## src/rtl/mem_stage.sv

```systemverilog
// mem_stage: MEM pipeline stage. Performs LDW/STW word accesses on the CPU
// bus with a req/rdy handshake, flags misaligned addresses and loads the
// MEM/WB pipeline register.
// Optional feature: define MEM_BUS_TIMEOUT_EN to abort a bus access that has
// waited TIMEOUT_CYC cycles for bus_rdy (reported as exception code 7).
module mem_stage #(
    parameter int TIMEOUT_CYC = 255,
    parameter int CNT_W       = 8
) (
    input  logic        clk,
    input  logic        reset,
    input  logic        stall,
    input  logic        flush,
    input  logic [29:0] ex_pc,
    input  logic        ex_en,
    input  logic        ex_br_flag,
    input  logic [1:0]  ex_mem_op,
    input  logic [31:0] ex_mem_wr_data,
    input  logic [1:0]  ex_ctrl_op,
    input  logic [4:0]  ex_dst_addr,
    input  logic        ex_gpr_we_,
    input  logic [2:0]  ex_exp_code,
    input  logic [31:0] ex_out,
    output logic        bus_req,
    output logic [29:0] bus_addr,
    output logic        bus_we,
    output logic [31:0] bus_wr_data,
    input  logic [31:0] bus_rd_data,
    input  logic        bus_rdy,
    output logic        mem_busy,
    output logic [29:0] mem_pc,
    output logic        mem_en,
    output logic        mem_br_flag,
    output logic [1:0]  mem_ctrl_op,
    output logic [4:0]  mem_dst_addr,
    output logic        mem_gpr_we_,
    output logic [2:0]  mem_exp_code,
    output logic [31:0] mem_out
);

    localparam logic [1:0] OP_LDW = 2'd1;
    localparam logic [1:0] OP_STW = 2'd2;
    localparam logic [2:0] EXP_MISS_ALIGN = 3'd4;
    localparam logic [2:0] EXP_BUS_ERR    = 3'd7;

    // Reject a counter too narrow to ever reach the timeout limit.
    generate
        if ((2 ** CNT_W) <= TIMEOUT_CYC) begin : g_bad_cfg
            $error("mem_stage: CNT_W too narrow for TIMEOUT_CYC");
        end
    endgenerate

    typedef enum logic [1:0] {S_IDLE, S_BUS, S_DONE} state_t;

    state_t      state_reg, state_next;
    logic        kill_reg;
    logic [31:0] rbuf_reg;
    logic        is_mem, acc, mis;
    logic        timeout;   // BUS gave up waiting this cycle
    logic        bus_err;   // MEM/WB should record a bus error
    logic [31:0] load_data;

    assign is_mem = ex_en && (ex_exp_code == 3'd0) &&
                    ((ex_mem_op == OP_LDW) || (ex_mem_op == OP_STW));
    assign acc    = is_mem && (ex_out[1:0] == 2'b00) && !flush;
    assign mis    = is_mem && (ex_out[1:0] != 2'b00);

`ifdef MEM_BUS_TIMEOUT_EN
    localparam logic [CNT_W-1:0] CNT_LIMIT = CNT_W'(TIMEOUT_CYC);

    logic [CNT_W-1:0] cnt_reg;
    logic             err_reg;  // timeout happened while stalled; report on release

    assign timeout = (state_reg == S_BUS) && !bus_rdy && (cnt_reg == CNT_LIMIT);
    assign bus_err = timeout || ((state_reg == S_DONE) && err_reg);

    // Count BUS cycles without bus_rdy, restarting on each new access.
    always_ff @(posedge clk) begin
        if (reset) begin
            cnt_reg <= '0;
        end else if (state_reg == S_IDLE && state_next == S_BUS) begin
            cnt_reg <= '0;
        end else if (state_reg == S_BUS && !bus_rdy && !timeout) begin
            cnt_reg <= cnt_reg + 1'b1;
        end
    end

    // Remember a timeout that ended in DONE so the error reaches MEM/WB later.
    always_ff @(posedge clk) begin
        if (reset) begin
            err_reg <= 1'b0;
        end else if (timeout && stall) begin
            err_reg <= 1'b1;
        end else if (state_reg == S_DONE && !stall) begin
            err_reg <= 1'b0;
        end
    end
`else
    assign timeout = 1'b0;
    assign bus_err = 1'b0;
`endif

    // FSM state register.
    always_ff @(posedge clk) begin
        if (reset) begin
            state_reg <= S_IDLE;
        end else begin
            state_reg <= state_next;
        end
    end

    // FSM next state: a started access always runs to completion.
    always_comb begin
        state_next = state_reg;
        case (state_reg)
            S_IDLE: if (acc) state_next = S_BUS;
            S_BUS:  if (bus_rdy || timeout) state_next = stall ? S_DONE : S_IDLE;
            S_DONE: if (!stall) state_next = S_IDLE;
            default: state_next = S_IDLE;
        endcase
    end

    // FSM outputs: bus drive and stall request.
    always_comb begin
        bus_req     = 1'b0;
        bus_addr    = '0;
        bus_we      = 1'b0;
        bus_wr_data = '0;
        mem_busy    = 1'b0;
        case (state_reg)
            S_IDLE: mem_busy = acc;
            S_BUS: begin
                bus_req     = !timeout;
                bus_addr    = ex_out[31:2];
                bus_we      = (ex_mem_op == OP_STW);
                bus_wr_data = ex_mem_wr_data;
                mem_busy    = !bus_rdy && !timeout;
            end
            default: ;
        endcase
    end

    // Capture load data that arrives while the pipeline is stalled.
    always_ff @(posedge clk) begin
        if (reset) begin
            rbuf_reg <= '0;
        end else if (state_reg == S_BUS && bus_rdy && stall) begin
            rbuf_reg <= bus_rd_data;
        end
    end

    // A flush during an access turns the eventual MEM/WB load into a bubble.
    always_ff @(posedge clk) begin
        if (reset) begin
            kill_reg <= 1'b0;
        end else if (!stall) begin
            kill_reg <= 1'b0;
        end else if (flush && state_reg != S_IDLE) begin
            kill_reg <= 1'b1;
        end
    end

    // Select load data from the live bus or the stall buffer.
    always_comb begin
        load_data = ex_out;
        if (ex_mem_op == OP_LDW) begin
            if (state_reg == S_BUS) begin
                load_data = bus_rd_data;
            end else if (state_reg == S_DONE) begin
                load_data = rbuf_reg;
            end
        end
    end

    // MEM/WB pipeline register; holds while stalled.
    always_ff @(posedge clk) begin
        if (reset || (!stall && (flush || kill_reg))) begin
            mem_pc       <= '0;
            mem_en       <= 1'b0;
            mem_br_flag  <= 1'b0;
            mem_ctrl_op  <= '0;
            mem_dst_addr <= '0;
            mem_gpr_we_  <= 1'b1;
            mem_exp_code <= '0;
            mem_out      <= '0;
        end else if (!stall) begin
            mem_pc      <= ex_pc;
            mem_en      <= ex_en;
            mem_br_flag <= ex_br_flag;
            if (bus_err || mis) begin
                mem_ctrl_op  <= '0;
                mem_dst_addr <= '0;
                mem_gpr_we_  <= 1'b1;
                mem_exp_code <= bus_err ? EXP_BUS_ERR : EXP_MISS_ALIGN;
                mem_out      <= '0;
            end else begin
                mem_ctrl_op  <= ex_ctrl_op;
                mem_dst_addr <= ex_dst_addr;
                mem_gpr_we_  <= ex_gpr_we_;
                mem_exp_code <= ex_exp_code;
                mem_out      <= load_data;
            end
        end
    end

endmodule

```

## config.mk

```make
export PLATFORM = sky130hd
export DESIGN_NAME = mem_stage
export DESIGN_NICKNAME = d
export VERILOG_FILES = /design/src/rtl/mem_stage.sv
export SDC_FILE = /design/constraint.sdc
export NUM_CORES = 1
export LEC_CHECK = 0
export ABC_AREA = 1
export CORE_AREA = 2 2 163 101
export DETAILED_ROUTE_END_ITERATION = 16
export DIE_AREA = 0 0 165 103
export PLACE_DENSITY = 0.86
export SKIP_LAST_GASP = 1
export SYNTH_ARGS = -nofsm -noshare
export SYNTH_HDL_FRONTEND = slang
export SYNTH_SLANG_ARGS = --single-unit
```

## constraint.sdc

```tcl
create_clock -name clk -period 1.4 [get_ports clk]
set_input_delay 0.28 -clock clk [delete_from_list [all_inputs] [get_ports clk]]
set_output_delay 0.28 -clock clk [all_outputs]
set_load 0.005 [all_outputs]
```

==> summary.txt <==
Final cycle utilization of the critical path = 127%
Wire length per cell = 20.0 µm
Vias in the first global route = 7,853
Vias per inst = 5.40
Reg clk slew, reported paths = 0.08 ns
Endpoint type of the worst setup path = flip-flop
Final setup vio count = 132
RePlAce Congestion = 0.856
Commonest cells after routing, fill and taps aside = 253 x nand2_1, 137 x clkdlybuf4s50_1, 122 x inv_1
Core footprint = 0.0157 mm²
Final Max Tran Viols = 0
Worst-Margin Slew = 0.516 ns
Switching Fraction = 28.9%
Relative slew slack = 65.3%
First-pass GRT wire length = 41,600 µm
Initial core utilization = 36.1%
Final setup margin = -0.381 ns
IO Port Bufs = 285
Internal Pwr Total = 5290 µW
Clock Latency Late Sink = 0.36 ns
Static leakage = 0.00535 µW
Vias = 8,089
Dpl ws = -1.06 ns
Die width = 165 µm
CTS Buf Count = 9
Clock root buffer = clkbuf_16
Initial antenna violation count = 3
HP Class = in -> reg
Syn-to-layout area delta = 98.4%
Post-Route WL = 29,900 µm
Synth Instances = 901
# DRC = 0
Synth warnings = 0
Failing checks = setup timing
Data arrival time of the worst path = 2.07 ns
Clock power share = 35.1%
Site row count = 36
# fillers = 1,086
Max Cap Violations = 0
Status = finished with violations
Die Height = 103 µm
Detailed placement HPWL = 16,500 µm
TritonCTS clock tree = done
Critical Path RT = 1.69 ns
Area of the mapped netlist = 0.00567 mm²
Pwr/cell area = 661 mW/mm²
Crit Path Max Fanout = 8
Seq/Total Area, Yosys = 38.8%
Crit start category = flip-flop
Antenna Nets Post-Route = 0
Power share of the sequential group = 44.3%
Layout cells sized above 1 = 32.9%
H-tree level count = 3
Flops & latches, synth = 110
First-iteration detailed-routing DRC count = 751
Mapped Nets = 1,049
# clock sinks = 110
Final Hold Violating Endpoints = 0
Most common cell after layout, fill and taps aside = nand2_1
Multi-input gate area = 0.00365 mm²
GRT Total Usage = 32.4%
Longest Clk Path Bufs = 2
GRT overflow = 0
Hold_buf cts = 0
Area of the die = 0.0170 mm²
Router iterations before antenna repair = 5
Number of library cell types mapped by synthesis = 25
Logic pwr share = 20.6%
Largest net degree at the start of global routing = 38
I/O pins = 286
Peak VDD IR = 632 µV
Final nets = 1,428
Register area = 0.00223 mm²
RSZ-0062 raised after global routing = true
Post-Syn Area per Cell = 6.30 µm²
Clock skew = 0.00848 ns
Fmax = 562 MHz
Min Clock Period, post-route = 1.78 ns
Switch Pwr = 2150 µW
Finished Core Util = 71.6%
CP Class = reg -> reg
power by group through the flow:
| stage | registers, µW | logic [µW] | clock network, µW |
|---|---|---|---|
| floorplan | 3370 | 423 | 0 |
| global placement | 3350 | 1310 | 0 |
| detailed placement | 3360 | 1330 | 0 |
| CTS | 3280 | 1370 | 2600 |
| global route | 3300 | 1630 | 2750 |
| finish | 3290 | 1530 | 2610 |
metal layers:
layer | vias up | track usage (%) | share of wire, %
met5 | - | 0 | 0
met4 | 0 | 18.3 | 6.3
met3 | 163 | 7.52 | 10
met2 | 650 | 57.5 | 49
met1 | 3720 | 36.3 | 35
li1 | 3556 | - | -
Yosys cell counts (all sizes together):
cell | n | share of area [%]
nand2 | 268 | 19
inv | 126 | 8.4
a21oi | 120 | 11
dfxtp | 110 | 39
nor2 | 106 | 7.0
nand3 | 50 | 4.4
buf | 45 | 4.9
o21ai | 35 | 3.1
clkbuf | 17 | 1.1
nand3b | 16 | 2.1
ha | 2 | 0.44
clkinv | 1 | 0.066
nor3 | 1 | 0.088
nor4 | 1 | 0.11
o21bai | 1 | 0.13
o22ai | 1 | 0.11
or2 | 1 | 0.11
logic make-up (layout without fill, tap and decap cells):
logic type	after synthesis	count (layout)	synth area share, %
AOI/OAI and AO/OA	157	157	13.9
other	0	3	0
buffers and inverters	189	569	14.4
and+or+nand+nor	443	447	32.4
DFF	110	110	38.8
adders and majority gates	2	2	0.441
layout make-up:
class | count | share of cell area (%)
repair buffers | 426 | 38.4
clock inverters | 6 | 0.556
flip-flops and latches | 110 | 19.8
multi-input cells | 606 | 32.4
diodes | 3 | 0.0667
inverters | 127 | 4.41
well taps | 209 | 2.32
clock buffers | 10 | 2.03
final timing paths:
kind             startpoint              end  slack, ns  depth (start not counted)
min          ex_exp_code[2]  mem_exp_code[2]       0.36                          3
min reg2reg     rbuf_reg[0]      rbuf_reg[0]       0.45                          2
max            state_reg[1]      mem_out[26]      -0.38                         12
max reg2reg    state_reg[1]      mem_out[26]      -0.38                         12
stage by stage:
stage	area (µm²)	total power, µW	instances	hold WS (ns)	TNS (ns)
floorplan	5670	3790	901	0.349	0
global placement	9170	4670	1408	0.429	-65.79
detailed placement	9170	4690	1408	0.435	-71.83
CTS	10700	7250	1494	0.297	-30.52
global route	11300	7680	1496	0.387	-39.47
finish	11300	7440	1497	0.365	-34.54
repair_timing:
action / 4_1_cts / 5_1_grt
setup buffers: 51 / 9
setup endpoints to repair: 214 / 142
gates resized for setup: 573 / 153
pin swaps: 75 / 71
cloned: 21 / 1
worst max-delay path: stages (launching register included):
cell,delay [ns]
dfxtp_2,0.37
clkinv_4,0.10
buf_12,0.14
nand2_8,0.08
buf_6,0.12
buf_12,0.12
nand2_8,0.08
buf_12,0.14
nand2_8,0.13
nor2_2,0.06
nor2_2,0.13
nand2_1,0.07
a21oi_1,0.15
No activity file was read; power rests on OpenSTA's default activity.
